## src/rtl/fetch_queue.sv

```systemverilog
// fetch_queue: instruction-fetch stage with a decoupling prefetch queue.
// Fetches sequential words from instruction memory ahead of decode, buffers
// them as {insn, pc} pairs in a circular queue and presents the oldest to
// the IF/ID register. Supports decode stall (keep), bubble injection (nop)
// and two-level redirect (early ID / late EX; late wins).
// Optional build macro FETCH_QUEUE_PERF_EN adds performance counters.
//
// Handshakes: memory side -- a word is accepted (pushed) on a rising edge
// when iready_n=0, the queue has room (or pops in the same cycle) and no
// redirect is active; decode side -- the head is consumed (popped) on a
// rising edge when inst_valid=1, keep=0, nop=0 and no redirect is active.
module fetch_queue #(
    parameter logic [31:0] RESET_PC = 32'h0001_0000,
    parameter int          DEPTH    = 4,
    parameter logic [31:0] NOP_INSN = 32'h0000_0013
) (
    input  logic                     clk,
    input  logic                     rst,
    input  logic                     keep,
    input  logic                     nop,
    input  logic                     branch_PC_early_contral,
    input  logic [31:0]              branch_PC_early,
    input  logic                     branch_PC_contral,
    input  logic [31:0]              branch_PC,
    input  logic                     iready_n,
    input  logic [31:0]              idata,
    output logic [31:0]              iaddr,
    output logic [31:0]              Instraction_pype,
    output logic                     inst_valid,
    output logic [31:0]              PC_pype0,
    output logic [31:0]              PCp4_pype0,
    output logic [4:0]               fornop_register1_pype,
    output logic [4:0]               fornop_register2_pype,
    output logic [$clog2(DEPTH):0]   occupancy
`ifdef FETCH_QUEUE_PERF_EN
    ,
    output logic [31:0]              perf_fetched,
    output logic [31:0]              perf_flushed,
    output logic [31:0]              perf_stall_cycles
`endif
);

    localparam int PW = $clog2(DEPTH);
    localparam int OW = PW + 1;
    localparam logic [OW-1:0] FULL_CNT = OW'(DEPTH);

    // Queue storage (no reset needed: only entries below occupancy are read as valid)
    logic [31:0] insn_mem_q [DEPTH];
    logic [31:0] pc_mem_q   [DEPTH];

    logic [31:0]   iaddr_q, iaddr_d;
    logic [PW-1:0] rd_ptr_q, rd_ptr_d;
    logic [PW-1:0] wr_ptr_q, wr_ptr_d;
    logic [OW-1:0] occ_q, occ_d;

    logic          empty;
    logic          full;
    logic          redirect;
    logic [31:0]   target;
    logic          push;
    logic          pop;
    logic [31:0]   head_insn;
    logic [31:0]   head_pc;

    // Head presentation, straight from storage
    always_comb begin
        head_insn        = insn_mem_q[rd_ptr_q];
        head_pc          = pc_mem_q[rd_ptr_q];
        empty            = (occ_q == '0);
        full             = (occ_q == FULL_CNT);
        inst_valid       = !empty && !nop;
        Instraction_pype = inst_valid ? head_insn : NOP_INSN;
        PC_pype0         = empty ? iaddr_q : head_pc;
        PCp4_pype0       = PC_pype0 + 32'd4;
        fornop_register1_pype = Instraction_pype[19:15];
        fornop_register2_pype = Instraction_pype[24:20];
        iaddr            = iaddr_q;
        occupancy        = occ_q;
    end

    // Redirect target selection and push/pop decisions; late redirect wins
    always_comb begin
        redirect = branch_PC_contral || branch_PC_early_contral;
        target   = branch_PC_contral ? branch_PC : branch_PC_early;
        pop      = inst_valid && !keep && !nop && !redirect;
        push     = !iready_n && (!full || pop) && !redirect;
    end

    // Next-state for fetch address, pointers and occupancy
    always_comb begin
        iaddr_d  = iaddr_q;
        rd_ptr_d = rd_ptr_q;
        wr_ptr_d = wr_ptr_q;
        occ_d    = occ_q;
        if (redirect) begin
            // Flush: pointers only need to agree, so snap read to write
            iaddr_d  = {target[31:2], 2'b00};
            rd_ptr_d = wr_ptr_q;
            occ_d    = '0;
        end else begin
            if (push) begin
                iaddr_d  = iaddr_q + 32'd4;
                wr_ptr_d = wr_ptr_q + 1'b1;
            end
            if (pop) begin
                rd_ptr_d = rd_ptr_q + 1'b1;
            end
            case ({push, pop})
                2'b10:   occ_d = occ_q + 1'b1;
                2'b01:   occ_d = occ_q - 1'b1;
                default: occ_d = occ_q;
            endcase
        end
    end

    // State register with synchronous reset
    always_ff @(posedge clk) begin
        if (rst) begin
            iaddr_q  <= RESET_PC;
            rd_ptr_q <= '0;
            wr_ptr_q <= '0;
            occ_q    <= '0;
        end else begin
            iaddr_q  <= iaddr_d;
            rd_ptr_q <= rd_ptr_d;
            wr_ptr_q <= wr_ptr_d;
            occ_q    <= occ_d;
        end
    end

    // Write accepted word and its fetch address into the tail slot
    always_ff @(posedge clk) begin
        if (push && !rst) begin
            insn_mem_q[wr_ptr_q] <= idata;
            pc_mem_q[wr_ptr_q]   <= iaddr_q;
        end
    end

`ifdef FETCH_QUEUE_PERF_EN
    logic [31:0] perf_fetched_q, perf_fetched_d;
    logic [31:0] perf_flushed_q, perf_flushed_d;
    logic [31:0] perf_stall_q,   perf_stall_d;

    // Counter increments: pushes, flushed entries (+ dropped same-cycle word), stall cycles
    always_comb begin
        perf_fetched_d = perf_fetched_q;
        perf_flushed_d = perf_flushed_q;
        perf_stall_d   = perf_stall_q;
        if (push) begin
            perf_fetched_d = perf_fetched_q + 32'd1;
        end
        if (redirect) begin
            perf_flushed_d = perf_flushed_q + 32'(occ_q) + {31'd0, !iready_n};
        end
        if (!inst_valid || keep) begin
            perf_stall_d = perf_stall_q + 32'd1;
        end
    end

    // Counter registers, cleared by reset
    always_ff @(posedge clk) begin
        if (rst) begin
            perf_fetched_q <= '0;
            perf_flushed_q <= '0;
            perf_stall_q   <= '0;
        end else begin
            perf_fetched_q <= perf_fetched_d;
            perf_flushed_q <= perf_flushed_d;
            perf_stall_q   <= perf_stall_d;
        end
    end

    assign perf_fetched      = perf_fetched_q;
    assign perf_flushed      = perf_flushed_q;
    assign perf_stall_cycles = perf_stall_q;
`endif

endmodule

```

## config.mk

```make
export PLATFORM = sky130hd
export DESIGN_NAME = fetch_queue
export DESIGN_NICKNAME = d
export VERILOG_FILES = /design/src/rtl/fetch_queue.sv
export SDC_FILE = /design/constraint.sdc
export NUM_CORES = 1
export LEC_CHECK = 0
export ABC_AREA = 1
export CORE_MARGIN = 10
export CORE_UTILIZATION = 58
export CTS_CLUSTER_SIZE = 24
export DETAILED_ROUTE_END_ITERATION = 12
export GPL_TIMING_DRIVEN = 0
export HOLD_SLACK_MARGIN = 0.05
export PLACE_DENSITY_LB_ADDON = 0.1
export REMOVE_ABC_BUFFERS = 1
export SYNTH_ARGS = -nofsm -noshare
export SYNTH_HDL_FRONTEND = slang
export SYNTH_SLANG_ARGS = --single-unit
```

## constraint.sdc

```tcl
create_clock -name clk -period 7.8 [get_ports clk]
set_clock_uncertainty 0.15 [all_clocks]
set_input_delay 1.17 -clock clk [delete_from_list [all_inputs] [get_ports clk]]
set_output_delay 1.17 -clock clk [all_outputs]
set_load 0.05 [all_outputs]
```

==> reports/qor_table.md <==
| Quantity | This run |
|---|---|
| Number of placement rows | 57 |
| Required time worst endpoint | 6.48 ns |
| Post-route minimum period | 6.69 ns |
| Clk root buf | sky130_fd_sc_hd__clkbuf_16 |
| Lkg Pwr | 7.00 nW |
| Global route hottest layer | met2 |
| Detailed-route vias per instance | 5.41 |
| Number of global-route vias before repair | 11349 |
| Switching share of power | 26.7% |
| Post-DP HPWL | 26400 um |
| Highest-count cells in the layout ignoring fill and taps | 412 x sky130_fd_sc_hd__nand2_1, 254 x sky130_fd_sc_hd__nor2_1, 248 x sky130_fd_sc_hd__edfxtp_1 |
| Sink of the worst hold path | wr_ptr_q[0] |
| Fraction of final layout cells sized beyond drive strength 1 | 5.60% |
| Skew-Pair Late Insertion Delay | 0.54 ns |
| Number of buffers inserted during clock tree synthesis | 29 |
| Drt drc | 0 |
| Min-Delay Path Class | register to register |
| Count of mapped cells out of synthesis | 1663 |
| Post-layout nets | 1967 |
| Post-synthesis sequential area ratio | 57.1% |
| Ratio of final minimum period to clock period | 85.7% |
| Register clock-pin slew on the reported worst setup and hold paths | 0.06 ns |
| #FFs+latches synth | 287 |
| Average wire length per cell after detail routing | 18.4 um |
| Dominant cell type by area after synthesis | sky130_fd_sc_hd__edfxtp_1 |
| Startpoint type of the worst setup path | register |
| Synthesis-to-layout area growth | 23.5% |
| Total GRT Usage | 25.0% |
| Maximum level of the CTS H-tree | 1 |
| Slew Limit Fails | 0 |
| Worst reg2reg path depth | 12 |
| IR drop worst, VDD | 212 uV |
| Placed Area | 16900 sq um |
| Pre-CTS setup slack | 1.68 ns |
| Die extent in y | 178 um |
| Reg2Reg Setup Slack | 3.37 ns |
| Dpl cells | 2149 |
| Ordered list of cells on the worst path | clkinv_2, nor2_1, o21ai_0, o21ai_0, nand2_1, nand2_2, ha_1, nand3_1, nor2_4, nand2_2, nor2_4, nand2_1, nand2_1, nand2_1, inv_1, clkdlybuf4s50_1 |
| Port Buffers | 234 |
| Internal Power | 2.60 mW |
| Cell area after layout | 17800 sq um |
| CP max stage cell | sky130_fd_sc_hd__clkinv_2 |
| Met3 track demand over resource | 4.55% |
| Post-cts resize count | 0 |
| Mean cell area of the mapped netlist | 8.66 sq um |
| IO Pins | 245 |
| Pwr Density | 199 nW/um^2 |
| Data arrival at the endpoint of the critical path | 5.37 ns |
| CP max stage delay | 1.19 ns |
| Slew margin rel. | 15.3% |
| Measured slew at the worst slew-check pin | 1.27 ns |
| Result of the run | finished, final reports clean |
| Max-capacitance violation count | 0 |
| Finish-stage setup viols | 0 |
| Die width | 178 um |
| Fraction of post-synthesis cell area in the top cell type by area | 51.7% |
| Most common cell type on the critical path | sky130_fd_sc_hd__nand2_1 |
| Leading cell type in the layout, fill and taps excluded | sky130_fd_sc_hd__nand2_1 |
| Setup repair after global routing missed its margin | no |
| Reg2Reg Launch Point | occupancy[0] |
| Routability congestion estimate | 0.957 |
| Number of buffers inserted for hold repair after clock tree synthesis | 0 |
| Netlist area before placement | 14400 sq um |
| Proportion of power drawn by flip-flops and latches | 49.3% |
| Psw | 0.948 mW |
| Detailed-routing iteration count for the pre-antenna-repair pass | 6 |
| Fraction of the core area covered by cells at the end of the flow | 73.0% |
| Bufs on Longest Clock Path | 3 |
| Remaining antenna violation count | 0 |
| Effective utilization at floorplan | 59.1% |
| Total length of routed wires | 40400 um |
| Post-synth cell types | 38 |
| First-pass GRT wire length | 62200 um |
| Number of standard cells in the final layout excluding fillers | 2200 |
| Min Hold Slack | 0.384 ns |
| Category of the most critical setup path | register to output port |
| Hold path depth | 2 |
| 1st-iter DRT viols | 1076 |
| Maximum net fanout on the critical path | 63 |
| Met2 routing resource usage after global routing | 42.5% |
| Floorplan die area | 31500 sq um |
| Reg2reg end | insn_mem_q[1][4] |
| Initial antenna violation count | 1 |
| Clock sinks | 287 |
| Number of setup buffers added after CTS | 0 |
| Total gr overflow | 0 |
| Logic gate share of total power | 15.0% |
| Clock Power Share | 35.7% |
| Met1 Use GR | 32.2% |
| Hold Fails Final Rpt | 0 |
| Placeable core region | 24400 sq um |
| Clock tree from TritonCTS | built |
| Maximum achievable frequency | 150 MHz |
| Vias post-DR | 11900 |
| Final worst-path setup slack | 1.11 ns |
| Pin count of the biggest net entering global routing | 125 |
| Critical path capture point type | output port |
| Leading cell types by total area after synthesis | sky130_fd_sc_hd__edfxtp_1 52%, sky130_fd_sc_hd__nand2_1 11%, sky130_fd_sc_hd__nor2_1 6.7% |
| Worst Min Path Start | wr_ptr_q[0] |
| Yosys synthesis warning count | 0 |
-- logic make-up (layout without fill, tap and decap cells) --
family | Yosys count | in the layout | synth area share, %
AOI/OAI and AO/OA | 225 | 225 | 8.05
xor gates and xnor gates | 22 | 22 | 1.34
adders and majority gates | 8 | 8 | 0.747
buffers and inverters | 285 | 491 | 8.78
DFF | 287 | 287 | 57.1
other | 1 | 8 | 0.0260
and+or+nand+nor | 835 | 835 | 23.9
-- synth_stat cells, drive strengths merged --
| cell type | count |
|---|---|
| xnor2 | 6 |
| dfxtp | 39 |
| o21bai | 2 |
| o22ai | 6 |
| nor2 | 272 |
| clkinv | 1 |
| nand3 | 108 |
| a31oi | 2 |
| nor3 | 8 |
| xor2 | 16 |
| conb | 1 |
| edfxtp | 248 |
| buf | 60 |
| o21ai | 147 |
| inv | 196 |
| fa | 1 |
| a21oi | 62 |
| or2 | 3 |
| nand3b | 1 |
| nand2 | 438 |
| ha | 7 |
| o211ai | 2 |
| o21a | 1 |
| nand4 | 5 |
| o311ai | 3 |
| clkbuf | 28 |
-- critical path, delay by kind of cell, from the launching register on --
family / cells / cell delay (ns)
buffers and inverters: 3 / 2.03
DFF: 1 / 0.93
and+or+nand+nor: 10 / 1.38
adders and majority gates: 1 / 0.21
AOI/OAI and AO/OA: 2 / 0.23
-- flip-flops by register name (all words and copies together) (netlist names), named ones only --
| signal | cells |
|---|---|
| wr_ptr_q | 2 |
| occupancy | 3 |
| iaddr | 30 |
| rd_ptr_q | 2 |
| insn_mem_q | 128 |
| pc_mem_q | 120 |
-- worst max path at each step --
stage                                   end  depth (start not counted)
final                        PCp4_pype0[20]                         16
after global routing         PCp4_pype0[20]                         16
after CTS                    PCp4_pype0[20]                         16
after detailed placement     PCp4_pype0[20]                         16
after global placement    insn_mem_q[1][30]                          6
after floorplan              PCp4_pype0[16]                         12
-- power groups by stage --
stage	Clock (mW)	Sequential, mW	Combinational [mW]
final	1.27	1.75	0.533
after global routing	1.34	1.75	0.568
after CTS	1.28	1.75	0.534
after detailed placement	0	1.78	0.530
after global placement	0	1.78	0.519
after floorplan	0	1.81	0.272
-- cell type report --
cell class	count	area (sq um)
sequential	287	8240
fill	1840	6600
multi-input combinational	1096	4970
timing repair buffer	245	2590
clock buffer	41	781
inverter	197	743
tap	324	405
clock inverter	8	68.8
antenna	2	5.00
-- through the flow --
step	TNS [ns]	total power, mW
5_1_grt	0	3.66
4_1_cts	0	3.56
6_report	0	3.55
3_5_place_dp	0	2.31
2_1_floorplan	0	2.09
3_3_place_gp	-997.14	2.30
-- routing by layer --
metal  vias to the layer above  share of wire, %
li1                       5771                 -
met4                         0               2.6
met5                         -                 0
met3                        73               9.4
met2                       554                49
met1                      5502                39
Power figures use the tool's default switching activity.
==> RTL edit 1 (same settings) <==
Add a define of `FETCH_QUEUE_PERF_EN`.
--- a/src/rtl/fetch_queue.sv
+++ b/src/rtl/fetch_queue.sv
@@ -11,2 +11,4 @@
 // rising edge when inst_valid=1, keep=0, nop=0 and no redirect is active.
+`define FETCH_QUEUE_PERF_EN
+
 module fetch_queue #(
Function (old outputs only; new: perf_fetched, perf_flushed and perf_stall_cycles): kept (equiv_simple and equiv_induct, registers matched by name and starting in step).
==> RTL edit 1 against the unedited design <==
  * First-iteration DRC count increased by 45%
  * Wire length is 46% higher
  * Count of clock-buffer cells in the layout is 10 higher
  * Total power up 34%
  * Cell count grew 44%
  * Cell area rose by 36%
  * Critical endpoint unchanged
  * Area after synthesis is 34% higher
  * Sequential cell count is 96 higher
  * Critical path type unchanged
  * Highest routed layer is now met5
  * Setup slack better by 280 ps
==> RTL edit 1: results (changes against the unedited design) <==
** Status
- The flow ran to the end, and the final reports show no timing, DRC or antenna violations.

** Logic synthesis
- The synthesized-area fraction occupied by xor and xnor cells is 2.50% (+1.2 points).
- Count of different cell masters after synthesis :: 43 (+13%)
- The adder-cell share of the synthesized area came to 1.03% (+0.28 points).
- Sorting the synthesized cells by area gives the leading types as sky130_fd_sc_hd__edfxtp_1 (39%), sky130_fd_sc_hd__dfxtp_1 (14%), sky130_fd_sc_hd__nand2_1 (12%).
- The number of instances in the synthesized netlist was 2403 (+44%).
- The mean instance size in the synthesized netlist was 8.03 um^2 (-7.4%).

** Setup path
- CP arrival :: 5090 ps (-280 ps)
- The register-to-register path setup slack came to 2370 ps (-1000 ps).
- Largest driver fanout on the critical path :: 122 (+94%)
- The worst register-to-register path ends at insn_mem_q[1][6].
- The startpoint identified for the worst register-to-register timing path is occupancy[1].

** Global route
- The first-pass GRT wire length was 91500 um (+47%).
- Met1 Use GR :: 33.9% (+1.8 points)
- Met3 capacity usage during global routing :: 8.41% (+3.9 points)
- GRT Total Usage :: 27.7% (+2.8 points)

** Clocking
- The clock buffer count from CTS came to 40 (+38%).

** Power and ir drop
- Leakage Power :: 9.18 nW (+31%)
- The worst voltage drop across the vdd grid is 201 uV (-4.9%).

** Finish
- The end-of-flow core utilization was 74.3% (+1.3 points).
- The count of antenna diodes in the layout is 7 (+5).
- The fraction of area in clock buffers and inverters came to 5.41% (+0.64 points).
- Area of combinational cells with multiple inputs :: 0.00755 mm^2 (+52%)
- Area of all sequential standard cells :: 0.0102 mm^2 (+23%)

** Route
- The total length of routed met2 wires came to 28400 um (+43%).
- The length of the first detailed-routing pass in iterations was 5 (-1).
- The met1 routed wirelength after detailed routing came to 23200 um (+48%).
- Total wire length after detailed routing :: 58900 um (+46%)
- The routed wire length per instance is 18.6 um (+1.2%).
- The ratio of routed vias to standard cells came to 5.49 (+1.4%).

** Timing
- The shortest clock period the worst path allows after layout was 6410 ps (-275 ps).
- The measured slew at the worst slew-check pin was 1260 ps (-4.96 ps).

** Placed design
- The cell total after placement is 3086 (+44%).

** Hold path
- Hold path startpoint :: perf_fetched[31]
## RTL edit 1: cell count changes after synthesis, moves of 10 or more
cell / before / now
sky130_fd_sc_hd__nor3_1: 6 / 54
sky130_fd_sc_hd__nand2_1: 413 / 606
sky130_fd_sc_hd__dfxtp_1: 39 / 135
sky130_fd_sc_hd__inv_1: 192 / 272
sky130_fd_sc_hd__buf_2: 21 / 31
sky130_fd_sc_hd__nor2_1: 259 / 357
sky130_fd_sc_hd__xor2_1: 16 / 37
sky130_fd_sc_hd__o21ai_0: 143 / 165
sky130_fd_sc_hd__a21oi_1: 62 / 140
sky130_fd_sc_hd__nand4_1: 5 / 28
sky130_fd_sc_hd__xnor2_1: 6 / 18
sky130_fd_sc_hd__clkbuf_1: 28 / 40
sky130_fd_sc_hd__nand3_1: 108 / 147
## RTL edit 1: power by group
part	internal [mW]	switching, mW
clock network	1.12	0.806
logic	0.190	0.384
registers	2.19	0.0592
==> RTL edit 2 (config.mk and constraints unchanged) <==
Made on the original files. The parameter `DEPTH` goes from 4 to 8.
--- a/src/rtl/fetch_queue.sv
+++ b/src/rtl/fetch_queue.sv
@@ -13,3 +13,3 @@
     parameter logic [31:0] RESET_PC = 32'h0001_0000,
-    parameter int          DEPTH    = 4,
+    parameter int          DEPTH    = 8,
     parameter logic [31:0] NOP_INSN = 32'h0000_0013
Interface: changed (resized occupancy); port bits go from 245 to 246. The function was not compared with the original's and may differ.
==> RTL edit 2 against the unedited design <==
  * First-iteration DRC count up 78%
  * Die area up 59%
  * Cell count up 42%
  * Cell area up 62%
  * Setup slack worse by 93 ps
  * Largest power group unchanged
  * Worst hold slack worse by 35 ps
  * Register-to-register slack better by 310 ps
  * Clock power up 89%
  * Total power up 77%
  * Area after synthesis up 67%
  * Wire length up 64%
  * Sequential cell count up 252
==> RTL edit 2: results (changes against the unedited design) <==
** Setup path
- Startpoint of the worst-slack reg-to-reg timing path :: occupancy[1]
- The peak fanout along the critical path was 125 (+98%).
- Register-to-register setup slack :: 3680 ps (+310 ps)
- Number of cells on the worst reg-to-reg path :: 19 (+7)
- The slowest stage of the critical path is the sky130_fd_sc_hd__clkdlybuf4s50_1 cell.

** Placed design
- Count of port buffers added during placement :: 235 (+0.43%)
- Placer's final routability congestion estimate :: 0.875 (-8.5%)
- Post-detailed-placement half-perimeter wirelength :: 40100 um (+52%)

** Global route
- Antenna violations before repair :: 0 (-1)
- The first-pass GRT wire length came to 101000 um (+62%).
- Met2 layer usage reported by global route :: 40.9% (-1.5 points)
- The via count of the first global-routing pass is 17399 (+53%).

** Timing
- Maximum achievable frequency :: 147 MHz (-1.4%)
- Worst rel slew slack :: 7.54% (-7.8 points)

** Finish
- Fill cell instance count of the final layout :: 3005 (+63%)
- Seq/total area :: 54.8% (+8.5 points)
- The ratio of cells with drive above 1 in the final layout came to 5.97% (+0.37 points).
- The total area of multi-input combinational cells was 0.00684 mm^2 (+38%).
- The total number of nets in the final design came to 2665 (+35%).
- Clock tree buffer count of the final layout :: 74 (+80%)
- The fraction of area in clock buffers and inverters was 5.65% (+0.88 points).
- Non-clk buf share :: 10.6% (-3.9 points)

** Route
- The met3 wirelength from detailed routing is 6010 um (+58%).
- M1 WL :: 27100 um (+73%)
- The count of routing violations after the opening detailed-route iteration came to 1920 (+78%).
- Met2 routed WL :: 31000 um (+56%)
- The length of the first detailed-routing pass in iterations is 5 (-1).

** Power and ir drop
- The worst voltage drop across the vdd grid came to 180 uV (-15%).
- The internal power contribution is 4.74 mW (+82%).

** Status
- Result of the run :: finished, final reports clean

** Clocking
- Number of buffers inserted during clock tree synthesis :: 53 (+83%)
[RTL edit 2: cell families (layout without fill, tap and decap cells)]
family / Yosys count / count (layout) / share of synthesized area, %
other cells: 1 / 6 / 0.0156
buf+inv: 355 / 573 / 6.55
flops: 539 / 539 / 65.4
xor+xnor: 24 / 24 / 0.872
simple gates: 1084 / 1084 / 18.6
compound gates: 363 / 363 / 8.12
fa+ha+maj: 8 / 8 / 0.447
[RTL edit 2: power by group through the flow]
stage / Combinational (mW) / Sequential (mW) / Clock (mW)
floorplan: 0.300 / 3.34 / 0
global placement: 0.589 / 3.33 / 0
detailed placement: 0.605 / 3.32 / 0
CTS: 0.608 / 3.25 / 2.43
global route: 0.651 / 3.26 / 2.54
finish: 0.611 / 3.26 / 2.40
[RTL edit 2: through the flow]
step	setup WS [ps]	instances	area [um^2]
floorplan	-2540	2234	23300
global placement	-8810	3001	26300
detailed placement	638	3030	27100
CTS	1100	3128	28700
global route	751	3129	28800
finish	1020	3129	28800
